`src/rtl/cache_mem_ctrl_pkg.sv`:
```
// cache_mem_ctrl_pkg: shared types for the cache-side memory controller
package cache_mem_ctrl_pkg;
  typedef logic [31:0] word_t;
  typedef enum logic [2:0] {IDLE, DBUSY, IBUSY, DDONE, IDONE} memctrl_state_t;
  typedef enum logic {GRANT_I, GRANT_D} grant_t;
endpackage

```
`src/rtl/cache_mem_ctrl.sv`:
```
// cache_mem_ctrl: arbitrates icache/dcache word accesses onto a fixed-latency RAM
module cache_mem_ctrl
  import cache_mem_ctrl_pkg::*;
#(
  parameter int LAT = 2
) (
  input  logic  CLK,
  input  logic  nRST,
  input  logic  iREN,
  input  word_t iaddr,
  output logic  iwait,
  output word_t iload,
  input  logic  dREN,
  input  logic  dWEN,
  input  word_t daddr,
  input  word_t dstore,
  output logic  dwait,
  output word_t dload,
  output logic  ramREN,
  output logic  ramWEN,
  output word_t ramaddr,
  output word_t ramstore,
  input  word_t ramload
);
  localparam int CW = $clog2(LAT + 1);
  memctrl_state_t state, next_state;
  grant_t last_grant;
  logic [CW-1:0] cnt, next_cnt;
  word_t addr_q, store_q, buf_q;
  logic wr_q, dreq, pick_d, busy, abort, last;
  assign dreq = dREN | dWEN;
  assign pick_d = dreq & (~iREN | (last_grant == GRANT_I));
  assign busy = (state == DBUSY) | (state == IBUSY);
  assign last = cnt == CW'(LAT - 1);
  // the granted initiator must hold enable, address and op for the whole access
  assign abort = (state == DBUSY) ? (~dreq | (daddr != addr_q) | (dWEN != wr_q)) :
                 (state == IBUSY) ? (~iREN | (iaddr != addr_q)) : 1'b0;
  always_comb begin
    next_state = state;
    next_cnt = '0;
    if (state == IDLE) next_state = pick_d ? DBUSY : iREN ? IBUSY : IDLE;
    else if (busy) begin
      next_cnt = cnt + 1'b1;
      next_state = abort ? IDLE : !last ? state : (state == DBUSY) ? DDONE : IDONE;
    end else next_state = IDLE;
  end
  always_ff @(posedge CLK or negedge nRST)
    if (!nRST) begin
      state <= IDLE;
      cnt <= '0;
    end else begin
      state <= next_state;
      cnt <= next_cnt;
    end
  always_ff @(posedge CLK or negedge nRST)
    if (!nRST) begin
      addr_q <= '0;
      store_q <= '0;
      wr_q <= 1'b0;
      buf_q <= '0;
      last_grant <= GRANT_D;
    end else if ((state == IDLE) & (dreq | iREN)) begin
      addr_q <= pick_d ? daddr : iaddr;
      store_q <= pick_d ? dstore : store_q;
      wr_q <= pick_d & dWEN;
      last_grant <= pick_d ? GRANT_D : GRANT_I;
    end else if (busy & last & ~abort & ~wr_q) buf_q <= ramload;
  assign ramREN = busy & ~wr_q & ~abort;
  assign ramWEN = busy & wr_q & ~abort;
  assign ramaddr = addr_q;
  assign ramstore = store_q;
  assign iwait = state != IDONE;
  assign dwait = state != DDONE;
  assign iload = buf_q;
  assign dload = buf_q;
endmodule

```
`config.mk`:
```
export PLATFORM = sky130hd
export DESIGN_NAME = cache_mem_ctrl
export DESIGN_NICKNAME = d
export VERILOG_FILES = /design/src/rtl/cache_mem_ctrl_pkg.sv /design/src/rtl/cache_mem_ctrl.sv
export SDC_FILE = /design/constraint.sdc
export NUM_CORES = 1
export LEC_CHECK = 0
export ABC_AREA = 1
export CORE_ASPECT_RATIO = 0.75
export CORE_MARGIN = 2
export CORE_UTILIZATION = 35
export CTS_CLUSTER_SIZE = 40
export DETAILED_ROUTE_END_ITERATION = 10
export DONT_BUFFER_PORTS = 1
export SETUP_SLACK_MARGIN = 0.4
export SLEW_MARGIN = 20
export SYNTH_ARGS = -nofsm -noshare
export SYNTH_HDL_FRONTEND = slang
export SYNTH_SLANG_ARGS = --single-unit
```
`constraint.sdc`:
```
create_clock -name CLK -period 2.25 [get_ports CLK]
set_input_delay 0.3375 -clock CLK [delete_from_list [all_inputs] [get_ports CLK]]
set_output_delay 0.3375 -clock CLK [all_outputs]
set_load 0.05 [all_outputs]
```
==> impl_metrics.env, run 1 <==
export IMPL_hold_violations=103
export IMPL_crit_required_ns=1.91
export IMPL_yosys_area_top_type="dfrtp_1"
export IMPL_critPathLaunchType="register"
export IMPL_setup_worst_path_end_class="primary output"
export IMPL_cpMostUsedCell="nand2_1"
export IMPL_grt_setup_unrepaired="true"
export IMPL_path_clk_slew_ns=0.08
export IMPL_numCtsBuffers=9
export IMPL_routed_wirelength_um=15400
export IMPL_first_global_vias=4476
export IMPL_drv_slew=0
export IMPL_cp_slowest_cell="dfrtp_2"
export IMPL_first_pass_iters=5
export IMPL_die_area_sq_um=17000
export IMPL_port_buffers=0
export IMPL_clockRootBuffer="clkbuf_16"
export IMPL_slowest_delay_ns=0.44
export IMPL_grt_max_degree=104
export IMPL_syn_nets=804
export IMPL_worstMarginPinSlew_ns=0.610
export IMPL_pin_count=265
export IMPL_maxCapViolCount=0
export IMPL_synth_cell_type_count=32
export IMPL_layout_drive_gt1_share_pct=31.0
export IMPL_num_vias=4542
export IMPL_postLayoutCoreUtil_pct=43.6
export IMPL_drc=0
export IMPL_path_cells="nand2_1, nand4_1, nor2_1, nand2_1, nor2_1, nand2_1, nand2_2, nand2_4, nor2_4, inv_4, nor2_4, buf_12"
export IMPL_die_y_um=113
export IMPL_fmax_ghz=0.415
export IMPL_crit_family="simple AND/OR/NAND/NOR gates"
export IMPL_grt_usage_pct=18.0
export IMPL_fin_ws_ns=-0.158
export IMPL_gp_congestion=0.848
export IMPL_htree_levels=3
export IMPL_layout_common_cells="nand2_1, buf_4, dfrtp_1"
export IMPL_yosys_warnings=0
export IMPL_dieWidth_um=150
export IMPL_core_sq_um=15400
export IMPL_hp_class="primary input to async pin"
export IMPL_synth_seq_cells=103
export IMPL_clock_skew_ns=0.00977
export IMPL_detail_route_vias_per_cell=4.94
export IMPL_nets=843
export IMPL_yosys_area_top_type_share_pct=45.8
export IMPL_clk_latency_ns=0.35
export IMPL_holdWs_ns=-0.327
export IMPL_avgRoutedWirePerCell_um=16.7
export IMPL_place_hpwl_um=11100
export IMPL_cts_tree="yes"
export IMPL_grt_pass1_wl_um=23600
export IMPL_slew_headroom_pct=59.2
export IMPL_finalSetupViolCount=2
export IMPL_crit_buf_inv=2
export IMPL_netlist_area_sq_um=5580
export IMPL_final_common_cell="nand2_1"
export IMPL_critPathKind="register to primary output"
export IMPL_yosys_top_cells_area="dfrtp_1, nand2_1, mux2_2"
export IMPL_first_iter_violations=228
export IMPL_clk_path_buf_depth=2
export IMPL_violations="negative hold slack, negative setup slack"
export IMPL_row_count=39
export IMPL_synth_cells=670
export IMPL_initial_core_util_pct=36.2
export IMPL_ant_nets=0
export IMPL_synthToLayoutAreaGrowth_pct=20.5
export IMPL_cp_max_fo=4
export IMPL_fin_crit_sh_pct=107
export IMPL_period_needed_ns=2.41
export IMPL_antenna_found_initial=0
export IMPL_num_antenna_cells=0
export IMPL_grt_ovfl_total=0
export IMPL_synth_yosys_seq_area_share_pct=46.2
export IMPL_run_status="complete, but fails checks"
export IMPL_synth_area_per_cell_sq_um=8.33
export IMPL_clkSinkCount=103
export IMPL_crit_arrival_ns=2.07
==> routing by layer <==
| layer | global-route usage, % | vias to the layer above | share of wire, % |
|---|---|---|---|
| li1 | - | 2192 | - |
| met1 | 23.0 | 2132 | 42 |
| met4 | 4.84 | 0 | 0.98 |
| met3 | 6.53 | 16 | 9.9 |
| met2 | 28.8 | 202 | 47 |
| met5 | 0 | - | 0 |
==> cells in the mapped netlist <==
cell and count:
clkinv_2 1, xor2_1 7, nand3_1 53, nor2_8 1
inv_1 61, nor2_1 45, or2_2 1, o2111ai_1 1
nor3_1 1, o21ai_1 1, o21ai_0 28, nand4_1 9
clkbuf_1 9, a31oi_1 10, inv_2 8, xnor2_1 25
dfstp_2 1, nand3_2 1, nand2_2 3, mux2_2 32
buf_6 3, dfrtp_1 102, nand2_1 193, o21a_1 1
buf_2 14, nor3_2 2, o22ai_1 3, buf_4 32
nand2_4 1, ha_1 1, o211ai_1 19, nand4_2 1
==> worst paths after layout <==
check	cells after the start	from	slack [ns]	endpoint
worst min register to register	1	cnt[0]	0.44	cnt[0]
worst max-delay path	12	ramaddr[17]	-0.16	ramWEN
worst max register to register	13	ramaddr[17]	0.16	dload[2]
max in group asynchronous	0	nRST	2.28	ramaddr[1]
worst min-delay path	0	nRST	-0.33	ramaddr[18]
min in group CLK	2	ramload[9]	0.11	dload[9]
==> metrics by stage <==
| step | setup slack (ns) | area, sq um | TNS, ns | instances | hold slack (ns) |
|---|---|---|---|---|---|
| 6_report | -0.158 | 6720 | -0.312 | 919 | -0.327 |
| 5_1_grt | -0.237 | 6720 | -0.470 | 919 | -0.352 |
| 4_1_cts | -0.148 | 6590 | -0.293 | 916 | -0.347 |
| 3_5_place_dp | 0.0837 | 6150 | 0 | 892 | 0.0449 |
| 3_3_place_gp | 0.0893 | 6150 | 0 | 892 | 0.0455 |
| 2_1_floorplan | 0.202 | 5640 | 0 | 670 | 0.0419 |
==> layout make-up <==
cell class              instances  area, sq um
inverters                      70          267
repair buffers                 84          756
clock buffers                   9          225
fillers                      1509         8700
clock inverters                 7         73.8
multi-input cells             441         2520
flip-flops and latches        103         2620
well taps                     205          256
==> kinds of logic after synthesis <==
group                      after synthesis  synth area share [%]
muxes                                   32                  6.46
DFF                                    103                  46.2
adders and majority gates                1                 0.224
and+or+nand+nor                        311                  23.6
xor gates and xnor gates                32                  5.02
AOI/OAI and AO/OA                       63                  6.91
buffers and inverters                  128                  11.5
==> flip-flops by register name, indices dropped and copies added, names as in the netlist <==
signal      count
cnt             2
ramstore       32
last_grant      1
dload          32
state           3
ramaddr        32
wr_q            1
==> worst register-to-register path, delay by kind of cell (launching register included) <==
family,cells,cell delay (ns)
DFF,1,0.44
buffers and inverters,2,0.44
and+or+nand+nor,11,1.13
==> repair_timing <==
item,CTS,global route
buffers inserted,5,3
hold endpoints to repair,103,103
setup endpoints to repair,36,36
gates resized for setup,7,22
gates cloned,3,0
pin swaps,8,7
Power of run 1 is left out: the tool's default activity adds up to more than one toggle a clock period on the data nets, which glitch-free logic cannot reach.
==> inputs of run 2 (changes only) <==
clock period = 3 ns   (was 2.25 ns; I/O delays follow)
==> run 2 against run 1 <==
- final area is 8.0% lower
- final cell count is 4.6% lower
- count of clock-buffer cells in the layout is 2 higher
- the flow finishes with violations (negative hold slack)
- critical path depth stayed put
- sequential share of layout area is 2.9 points higher
- routed wire length is 4.5% lower
- setup slack better by 0.56 ns
- die area stayed put
- global-route usage is 0.69 points lower
- first-iteration DRC count is 15% higher
==> impl_metrics.env, run 2 (same netlist as run 1, synthesis figures left out) <==
export IMPL_run_status="complete, but fails checks"
export IMPL_violations="negative hold slack"
export IMPL_hp_class="primary input to async pin"
export IMPL_period_needed_ns=2.60
export IMPL_critPathKind="register to primary output"
export IMPL_first_global_vias=4427
export IMPL_layout_drive_gt1_share_pct=19.2
export IMPL_antenna_found_initial=0
export IMPL_clockRootBuffer="clkbuf_16"
export IMPL_detail_route_vias_per_cell=5.03
export IMPL_num_antenna_cells=0
export IMPL_fin_ws_ns=0.399
export IMPL_cp_max_fo=4
export IMPL_die_area_sq_um=17000
export IMPL_numCtsBuffers=9
export IMPL_path_cells="xnor2_2, nand3_1, nor2_1, nand2_1, nor2_2, nand2_1, nand2_2, nand2_4, nor2_4, inv_2, nor2_2, buf_6"
export IMPL_place_ws_ns=0.376
export IMPL_maxCapViolCount=0
export IMPL_slew_headroom_pct=35.4
export IMPL_fin_crit_sh_pct=86.7
export IMPL_critPathLaunchType="register"
export IMPL_fmax_ghz=0.384
export IMPL_placedCellCount=854
export IMPL_grt_pass1_wl_um=22700
export IMPL_slowest_delay_ns=0.59
export IMPL_layout_common_cells="nand2_1, dfrtp_1, inv_1"
export IMPL_synthToLayoutAreaGrowth_pct=10.9
export IMPL_htree_levels=3
export IMPL_clk_latency_ns=0.34
export IMPL_gp_congestion=0.869
export IMPL_cts_tree="yes"
export IMPL_grt_busiest_layer="met2"
export IMPL_finalSetupViolCount=0
export IMPL_finalSetupTns_ns=0
export IMPL_clk_path_buf_depth=2
export IMPL_drc=0
export IMPL_ant_nets=0
export IMPL_grt_setup_unrepaired="true"
export IMPL_routed_wirelength_um=14700
export IMPL_dieWidth_um=150
export IMPL_setup_worst_path_end_class="primary output"
export IMPL_crit_required_ns=2.55
export IMPL_worstMarginPinSlew_ns=0.970
export IMPL_first_pass_iters=5
export IMPL_clock_skew_ns=0.00958
export IMPL_pin_count=265
export IMPL_grt_usage_pct=17.3
export IMPL_grt_ovfl_total=0
export IMPL_postLayoutCoreUtil_pct=40.1
export IMPL_met1_usage_pct=21.3
export IMPL_nets=801
export IMPL_met3_usage_pct=6.69
export IMPL_core_sq_um=15400
export IMPL_path_clk_slew_ns=0.07
export IMPL_hold_violations=102
export IMPL_clkSinkCount=103
export IMPL_row_count=39
export IMPL_initial_core_util_pct=36.2
export IMPL_crit_arrival_ns=2.15
export IMPL_critPathLaunch="ramaddr[16]"
export IMPL_avgRoutedWirePerCell_um=16.7
export IMPL_num_vias=4407
export IMPL_grt_max_degree=104
export IMPL_place_hpwl_um=10800
export IMPL_cp_slowest_cell="dfrtp_4"
export IMPL_regToRegStartpoint="state[2]"
export IMPL_holdWs_ns=-0.202
export IMPL_finalNonFillerCells=877
export IMPL_met2_usage_pct=28.0
export IMPL_final_common_cell="nand2_1"
export IMPL_first_iter_violations=262
export IMPL_port_buffers=0
export IMPL_drv_slew=0
export IMPL_die_y_um=113
-- run 2: cell count changes in the layout (fill, tap and decap cells not counted), moves of 4 or more --
cell     change
nand3_1     +14
buf_4       -34
nor2_4       -5
dfrtp_1     +28
nand3_2     -14
inv_1        +4
dfrtp_2     -29
buf_12       -7
-- run 2: metrics by stage --
stage,area (sq um),hold slack (ns)
global placement,5750,0.158
floorplan,5580,0.154
detailed placement,5750,0.157
global route,6180,-0.230
finish,6180,-0.202
CTS,6170,-0.223
-- run 2: what timing repair did --
action                                  4_1_cts  5_1_grt
setup buffers                                 7        0
endpoints found under the setup margin        2        2
pin swaps                                     9        4
hold endpoints to repair                    103      103
gates resized for setup                      17        3
-- run 2: final timing paths --
kind | cells past startpoint | endpoint | slack (ns)
worst max-delay path | 12 | ramWEN | 0.40
worst min-delay path | 0 | ramaddr[6] | -0.20
worst max register to register | 3 | ramstore[15] | 0.74
worst min register to register | 1 | cnt[0] | 0.45
max in group asynchronous | 0 | last_grant | 2.97
min in group CLK | 2 | dload[2] | 0.25
-- run 2: final cells by class --
class	instances	area, sq um
Clock buffer	11	243
Clock inverter	5	81.3
Fill cell	1535	9240
Inverter	70	264
Multi-Input combinational cell	439	2400
Sequential cell	103	2590
Tap cell	205	256
Timing Repair Buffer	44	350
-- run 2: critical path: cells and delay by family, from the launching register on --
family | cells | cell delay [ns]
xor gates and xnor gates | 1 | 0.17
buffers and inverters | 2 | 0.23
DFF | 1 | 0.59
and+or+nand+nor | 9 | 0.81
-- run 2: metal layers --
layer  vias up  part of all wire, %
met1      2068                   43
met5         -                    0
met2       217                   46
met3        21                  9.8
met4         0                  1.5
li1       2101                    -
Power of run 2 is left out for the same reason.
